## config.mk

```make
export PLATFORM = sky130hd
export DESIGN_NAME = multi_chan_level_fsm
export DESIGN_NICKNAME = d
export VERILOG_FILES = /design/src/rtl/multi_chan_level_fsm.sv
export SDC_FILE = /design/constraint.sdc
export NUM_CORES = 1
export LEC_CHECK = 0
export CAP_MARGIN = 25
export CORE_MARGIN = 8
export CORE_UTILIZATION = 47
export CTS_CLUSTER_SIZE = 8
export DETAILED_ROUTE_END_ITERATION = 8
export PLACE_DENSITY = 0.87
export SLEW_MARGIN = 20
export SYNTH_ARGS = -nofsm -noshare
export SYNTH_HDL_FRONTEND = slang
export SYNTH_SLANG_ARGS = --single-unit
```

## constraint.sdc

```tcl
create_clock -name clk -period 1.3 [get_ports clk]
set_input_delay 0.195 -clock clk [delete_from_list [all_inputs] [get_ports clk]]
set_output_delay 0.195 -clock clk [all_outputs]
set_load 0.03 [all_outputs]
```

## src/rtl/multi_chan_level_fsm.sv

```systemverilog
// N-channel glitch-filtered level tracker with complementary one-hot outputs.
// Optional registered rise/fall pulses are built when LEVEL_FSM_EDGE_EN is defined.

module multi_chan_level_fsm_ch #(
    parameter int FILT    = 3,
    parameter bit RST_VAL = 1'b1
) (
    input  logic clk,
    input  logic reset,
    input  logic en_i,
    input  logic a_i,
    output logic lvl_o
`ifdef LEVEL_FSM_EDGE_EN
    ,
    output logic rise_o,
    output logic fall_o
`endif
);
    localparam int CW = (FILT > 1) ? $clog2(FILT) : 1;
    localparam logic [CW-1:0] CNT_MAX = CW'(FILT - 1);

    typedef enum logic {LVL_LO = 1'b0, LVL_HI = 1'b1} lvl_e;

    lvl_e          state_q, state_d;
    logic [CW-1:0] cnt_q, cnt_d;

    always_ff @(posedge clk or posedge reset) begin
        if (reset) begin
            state_q <= lvl_e'(RST_VAL);
            cnt_q   <= '0;
        end else begin
            state_q <= state_d;
            cnt_q   <= cnt_d;
        end
    end

    // The counter survives disabled cycles; only a matching sample clears it.
    always_comb begin
        state_d = state_q;
        cnt_d   = cnt_q;
        if (en_i) begin
            if (a_i == logic'(state_q)) begin
                cnt_d = '0;
            end else if (cnt_q == CNT_MAX) begin
                state_d = lvl_e'(a_i);
                cnt_d   = '0;
            end else begin
                cnt_d = cnt_q + CW'(1);
            end
        end
    end

    assign lvl_o = (state_q == LVL_HI);

`ifdef LEVEL_FSM_EDGE_EN
    logic rise_q, fall_q;

    // state_d equals state_q on disabled cycles, so pulses self-clear regardless of en.
    always_ff @(posedge clk or posedge reset) begin
        if (reset) begin
            rise_q <= 1'b0;
            fall_q <= 1'b0;
        end else begin
            rise_q <= (state_q == LVL_LO) && (state_d == LVL_HI);
            fall_q <= (state_q == LVL_HI) && (state_d == LVL_LO);
        end
    end

    assign rise_o = rise_q;
    assign fall_o = fall_q;
`endif
endmodule

module multi_chan_level_fsm #(
    parameter int CH      = 4,
    parameter int FILT    = 3,
    parameter bit RST_VAL = 1'b1
) (
    input  logic          clk,
    input  logic          reset,
    input  logic          en_i,
    input  logic [CH-1:0] a_i,
    output logic [CH-1:0] out1_o,
    output logic [CH-1:0] out2_o
`ifdef LEVEL_FSM_EDGE_EN
    ,
    output logic [CH-1:0] rise_o,
    output logic [CH-1:0] fall_o
`endif
);
    logic [CH-1:0] lvl;

    multi_chan_level_fsm_ch #(
        .FILT   (FILT),
        .RST_VAL(RST_VAL)
    ) u_ch [CH-1:0] (
        .clk   (clk),
        .reset (reset),
        .en_i  (en_i),
        .a_i   (a_i),
        .lvl_o (lvl)
`ifdef LEVEL_FSM_EDGE_EN
        ,
        .rise_o(rise_o),
        .fall_o(fall_o)
`endif
    );

    assign out2_o = lvl;
    assign out1_o = ~lvl;
endmodule

```

# Word-level counts from Yosys, hierarchy flattened
# Index checks and enable logic that the tools add are counted.
# Widths: inputs -> output; s select.
# word_totals
reg_bits	12
# op_classes
mux	8
reduce_logical	4
addsub	4
n_eq_ne	8
bitwise_logic	5
# ops
op	count
$mux 2	8
$reduce_and 3->1	4
$add 2x1->2 const B	4
$eq 2x2->1 const B	4
$eq 1x1->1	4
$not 1->1	4
$not 4->4	1

# Depth between registers and ports, before layout
# depth
ltp_word	3
ltp_mapped	4
ltp_nobuf	2

# Hierarchy
# A second synthesis with hierarchy kept.
# hier_totals
hier_cells	56
area_unflattened_um2	590.6
# modules_own_cells
mod	area_per_inst_um2	instances	cells_each	seq_area_each_um2
multi_chan_level_fsm_ch	143.9	4	13	76.3
multi_chan_level_fsm	15.0	1	4	0.0

# Worst setup path after synthesis
# Ideal clock, no wire load.
# synth_timing
path_kind	register to register
start	register u_ch[0].state_q
end	register u_ch[0].cnt_q[1]
arrival_ns	0.776
slack_ns	0.390
setup_time_ns	0.134
synth_period_minus_slack_ns	0.910
path_buffers	0
path_stages_with_launch	3
required_time_ns	1.166
cell_sequence	dfstp_2 -> xnor2_1 -> o22ai_1
# synth_via
elab_chain_cells	2
# synth_rtl
item	line_no	source
from (decl)	24	lvl_e state_q, state_d;
from (signal assigned)	29	state_q <= lvl_e'(RST_VAL);
from (signal assigned)	32	state_q <= state_d;
$eq 1x1->1	42	if (a_i == logic'(state_q)) begin
$mux 2	42	
to (signal assigned)	33	cnt_q <= cnt_d;
to (decl)	25	logic [CW-1:0] cnt_q, cnt_d;
# Every way passes these cells.
# A chain may end at the register's enable or synchronous reset.

# Final worst setup path
# layout_timing
start	register u_ch[0].state_q
end	output out2_o[0]
# layout_lines
item	line_no	source
to (decl)	84	output logic [CH-1:0] out2_o
# No word-level cell between the ends.

==> implementation parameters <==
Parameter                              Value

Outcome
  Outcome ... finished, final reports clean

Clock tree
  Setup fix buffers added after clock tree synthesis ... 0
  Max Root-Sink Buffers ... 2
  CTS tree ... yes
  Clock root cell ... sky130_fd_sc_hd__clkbuf_4
  Clk pin slew, worst setup/hold paths ... ~0.07 ns
  Number of buffers created by CTS ... 3
  Skew-Pair Late Insertion Delay ... 0.27 ns
  Htree depth ... 1
  Num Clock Sinks ... 12

Placed design
  Placer congestion estimate ... about 0.71
  Placed cell area ... a little over 800 um2
  Port Buf Inserts ... 14
  Total instance count after detailed placement ... 91
  HPWL reported at the end of detailed placement ... 946 um

Critical path
  Critical R2R Capture ... u_ch[2].cnt_q[1]$_DFFE_PP0P_
  Critical-path cell with the highest stage delay ... sky130_fd_sc_hd__dfstp_2
  Data arrival, critical path ... approximately 1.1 ns
  Cell family with most CP delay ... flip-flops
  Crit start category ... register
  Kind of end point of the critical path ... primary output
  Category of the critical setup timing path ... reg2out
  Reg2Reg Setup Slack ... around 0.24 ns
  Startpoint of the worst-slack reg-to-reg timing path ... u_ch[2].lvl_o$_DFFE_PP1P_
  CP Data Required Time ... around 1.1 ns
  Maximum net fanout on the critical path ... 3
  Buffers plus inverters on the worst setup path ... 2
  R2R depth ... 3
  Cell with the most instances on the worst path ... sky130_fd_sc_hd__buf_4
  Worst path cell trace ... buf_4 -> buf_4
  Maximum single-stage delay on the critical path ... ~0.53 ns

Global route
  Number of global-route vias before repair ... between 500 and 600
  Largest net degree at the start of global routing ... 13
  Antenna violations before repair ... 0
  Wire length of the first global-routing pass ... approximately 2000 um
  Congestion Overflow GR ... 0
  Overall global routing resource usage ... about a tenth

Synthesis
  Net count after synthesis ... 66
  Number of different library cells in the post-synthesis netlist ... 10
  Sequential element share of the synthesized area ... 47.5%
  Total number of yosys warnings ... 0
  Post-synthesis instance area ... between 600 and 700 um2
  Flip-flop and latch count after synthesis ... 12
  Gate count after technology mapping ... just under 60
  Post-Synthesis Mean Instance Area ... around 11 um2

Finish
  Fraction of layout instances using a drive strength above 1 ... approximately two fifths
  Number of nets in the layout ... a little under 90
  Total of fill cells in the finished design ... about 110
  Final non-filler cell area ... a little over 800 um2
  N_diodes ... 0
  Post-layout instance count excluding filler cells ... 95
  Sequential cell area ... 305 um2
  Area growth syn-to-layout ... 29.2%
  Area used by multi-input combinational logic ... between 200 and 250 um2

Route
  Via count normalized by instance count ... between 4 and 5
  Total wire length after detailed routing ... 1170 um
  Final routed DRC violation total ... 0
  Post-route antenna net violation count ... 0
  Average wire length per cell after detail routing ... between 10 and 15 um
  Detailed Route Iter0 Violations ... 8
  First-pass iteration count of the detailed router ... 4
  Routed via count ... around 460

Timing
  Setup Viol. Count Final ... 0
  Final Max Slew Viols ... 0
  Peak clock frequency supported by timing ... roughly 0.80 GHz
  Number of hold violations in the final report ... 0
  Worst Max-Slew Pin Slew ... 0.417 ns
  Tightest slew margin relative to the limit ... ~70%
  Final period utilization ... ~97%
  Final period demand of the worst path ... roughly 1.3 ns
  Unrepaired setup endpoints after global routing ... false
  Clock Skews ... ~0.00094 ns

Pwr
  Power per cell area ... between 2000 and 2500 nW/um2
  Maximum vdd ir drop ... 1450 uV
  Overall power ... 0.00198 W
  Static power due to leakage ... 0.377 nW

Floorplan
  Std-Cell Rows ... 13
  Chip width ... roughly 53 um
  Number of placed I/O pins ... 15
  Area inside the core boundary ... 1280 um2
  Floorplan die area ... ~2800 um2
  Die Ht ... roughly 53 um
  Initial Utilization ... between 50% and 60%

Worst hold path
  Classification of the worst-slack hold path ... in2async

Flow run
  Max-capacitance violation count ... 0
timing repair:
item,4_1_cts,5_1_grt
hold buffers,0,0
resized for setup,16,4
setup endpoints to repair,4,2
pin swaps,0,0
registers in the layout (all words and copies together) (netlist names):
signal,cells
u_ch.cnt_q,8
u_ch.lvl_o,4
where the power goes:
group	switching, W	internal [W]	leakage (nW)
clock network	0.000114	0.000170	0.0210
logic	0.000539	0.000466	0.209
registers	0.000114	0.000577	0.147
total	0.000767	0.00121	0.377
cells in the final DEF, fill, tap and decap left out:
| cell | count |
|---|---|
| sky130_fd_sc_hd__inv_1 | 13 |
| sky130_fd_sc_hd__buf_4 | 13 |
| sky130_fd_sc_hd__nand3b_1 | 8 |
| sky130_fd_sc_hd__dfrtp_1 | 8 |
| sky130_fd_sc_hd__clkdlybuf4s50_1 | 6 |
| sky130_fd_sc_hd__o22ai_1 | 5 |
| sky130_fd_sc_hd__xnor2_1 | 4 |
| sky130_fd_sc_hd__mux2_2 | 4 |
| sky130_fd_sc_hd__or3b_1 | 4 |
| sky130_fd_sc_hd__buf_2 | 4 |
| sky130_fd_sc_hd__dfstp_2 | 4 |
| sky130_fd_sc_hd__o22ai_2 | 3 |
| sky130_fd_sc_hd__clkbuf_4 | 3 |
| sky130_fd_sc_hd__clkbuf_8 | 1 |
area by class of cell:
type | count | area share, %
sequential | 12 | 36.7
multi-input combinational | 28 | 29.4
inverter | 13 | 5.87
timing repair buffer | 23 | 21.4
clock buffer | 4 | 4.37
tap | 15 | 2.26
logic make-up (layout without fill, tap and decap cells):
kind of cell | count (synthesis) | count (layout) | share of synthesized area [%]
buffers and inverters | 19 | 40 | 14.6
DFF | 12 | 12 | 47.5
xor gates and xnor gates | 4 | 4 | 5.45
AOI/OAI and AO/OA | 8 | 8 | 10.7
muxes | 4 | 4 | 7.00
and+or+nand+nor | 12 | 12 | 14.8
Yosys cell counts:
library cell | count | area [um2]
sky130_fd_sc_hd__or3b_1 | 4 | 35.0
sky130_fd_sc_hd__o22ai_2 | 3 | 37.5
sky130_fd_sc_hd__nand3b_1 | 8 | 60.1
sky130_fd_sc_hd__mux2_2 | 4 | 45.0
sky130_fd_sc_hd__xnor2_1 | 4 | 35.0
sky130_fd_sc_hd__dfrtp_1 | 8 | 200
sky130_fd_sc_hd__dfstp_2 | 4 | 105
sky130_fd_sc_hd__inv_1 | 13 | 48.8
sky130_fd_sc_hd__o22ai_1 | 5 | 31.3
sky130_fd_sc_hd__buf_4 | 6 | 45.0
how the worst max path moves through the flow:
stage                                         to  cells past startpoint                       from
finish                                 out2_o[0]                      2  u_ch[0].lvl_o$_DFFE_PP1P_
global route                           out2_o[0]                      2  u_ch[0].lvl_o$_DFFE_PP1P_
CTS                                    out1_o[3]                      2  u_ch[3].lvl_o$_DFFE_PP1P_
detailed placement  u_ch[1].cnt_q[0]$_DFFE_PP0P_                      4                       en_i
global placement    u_ch[1].cnt_q[0]$_DFFE_PP0P_                      4                       en_i
floorplan           u_ch[0].cnt_q[1]$_DFFE_PP0P_                      2  u_ch[0].lvl_o$_DFFE_PP1P_
through the flow:
| step | hold slack (ns) | setup TNS, ns | utilization, % | setup WS [ns] |
|---|---|---|---|---|
| global placement | 0.522 | -0.225 | 63.4 | -0.0540 |
| detailed placement | 0.514 | -0.346 | 63.4 | -0.0723 |
| finish | 0.213 | 0 | 64.7 | 0.0441 |
| floorplan | 0.0568 | 0 | - | 0.390 |
| global route | 0.262 | 0 | 64.7 | 0.000795 |
| CTS | 0.222 | -0.0121 | 65.6 | -0.0121 |
metal layers:
| layer | GRT usage (%) | wire, um | vias to the layer above |
|---|---|---|---|
| li1 | - | - | 233 |
| met4 | 6.47 | 14 | 0 |
| met2 | 17.6 | 639 | 10 |
| met1 | 9.02 | 468 | 218 |
| met3 | 2.80 | 48 | 2 |
| met5 | 0 | 0 | - |
Note: power is estimated with default switching activity, not from simulation.
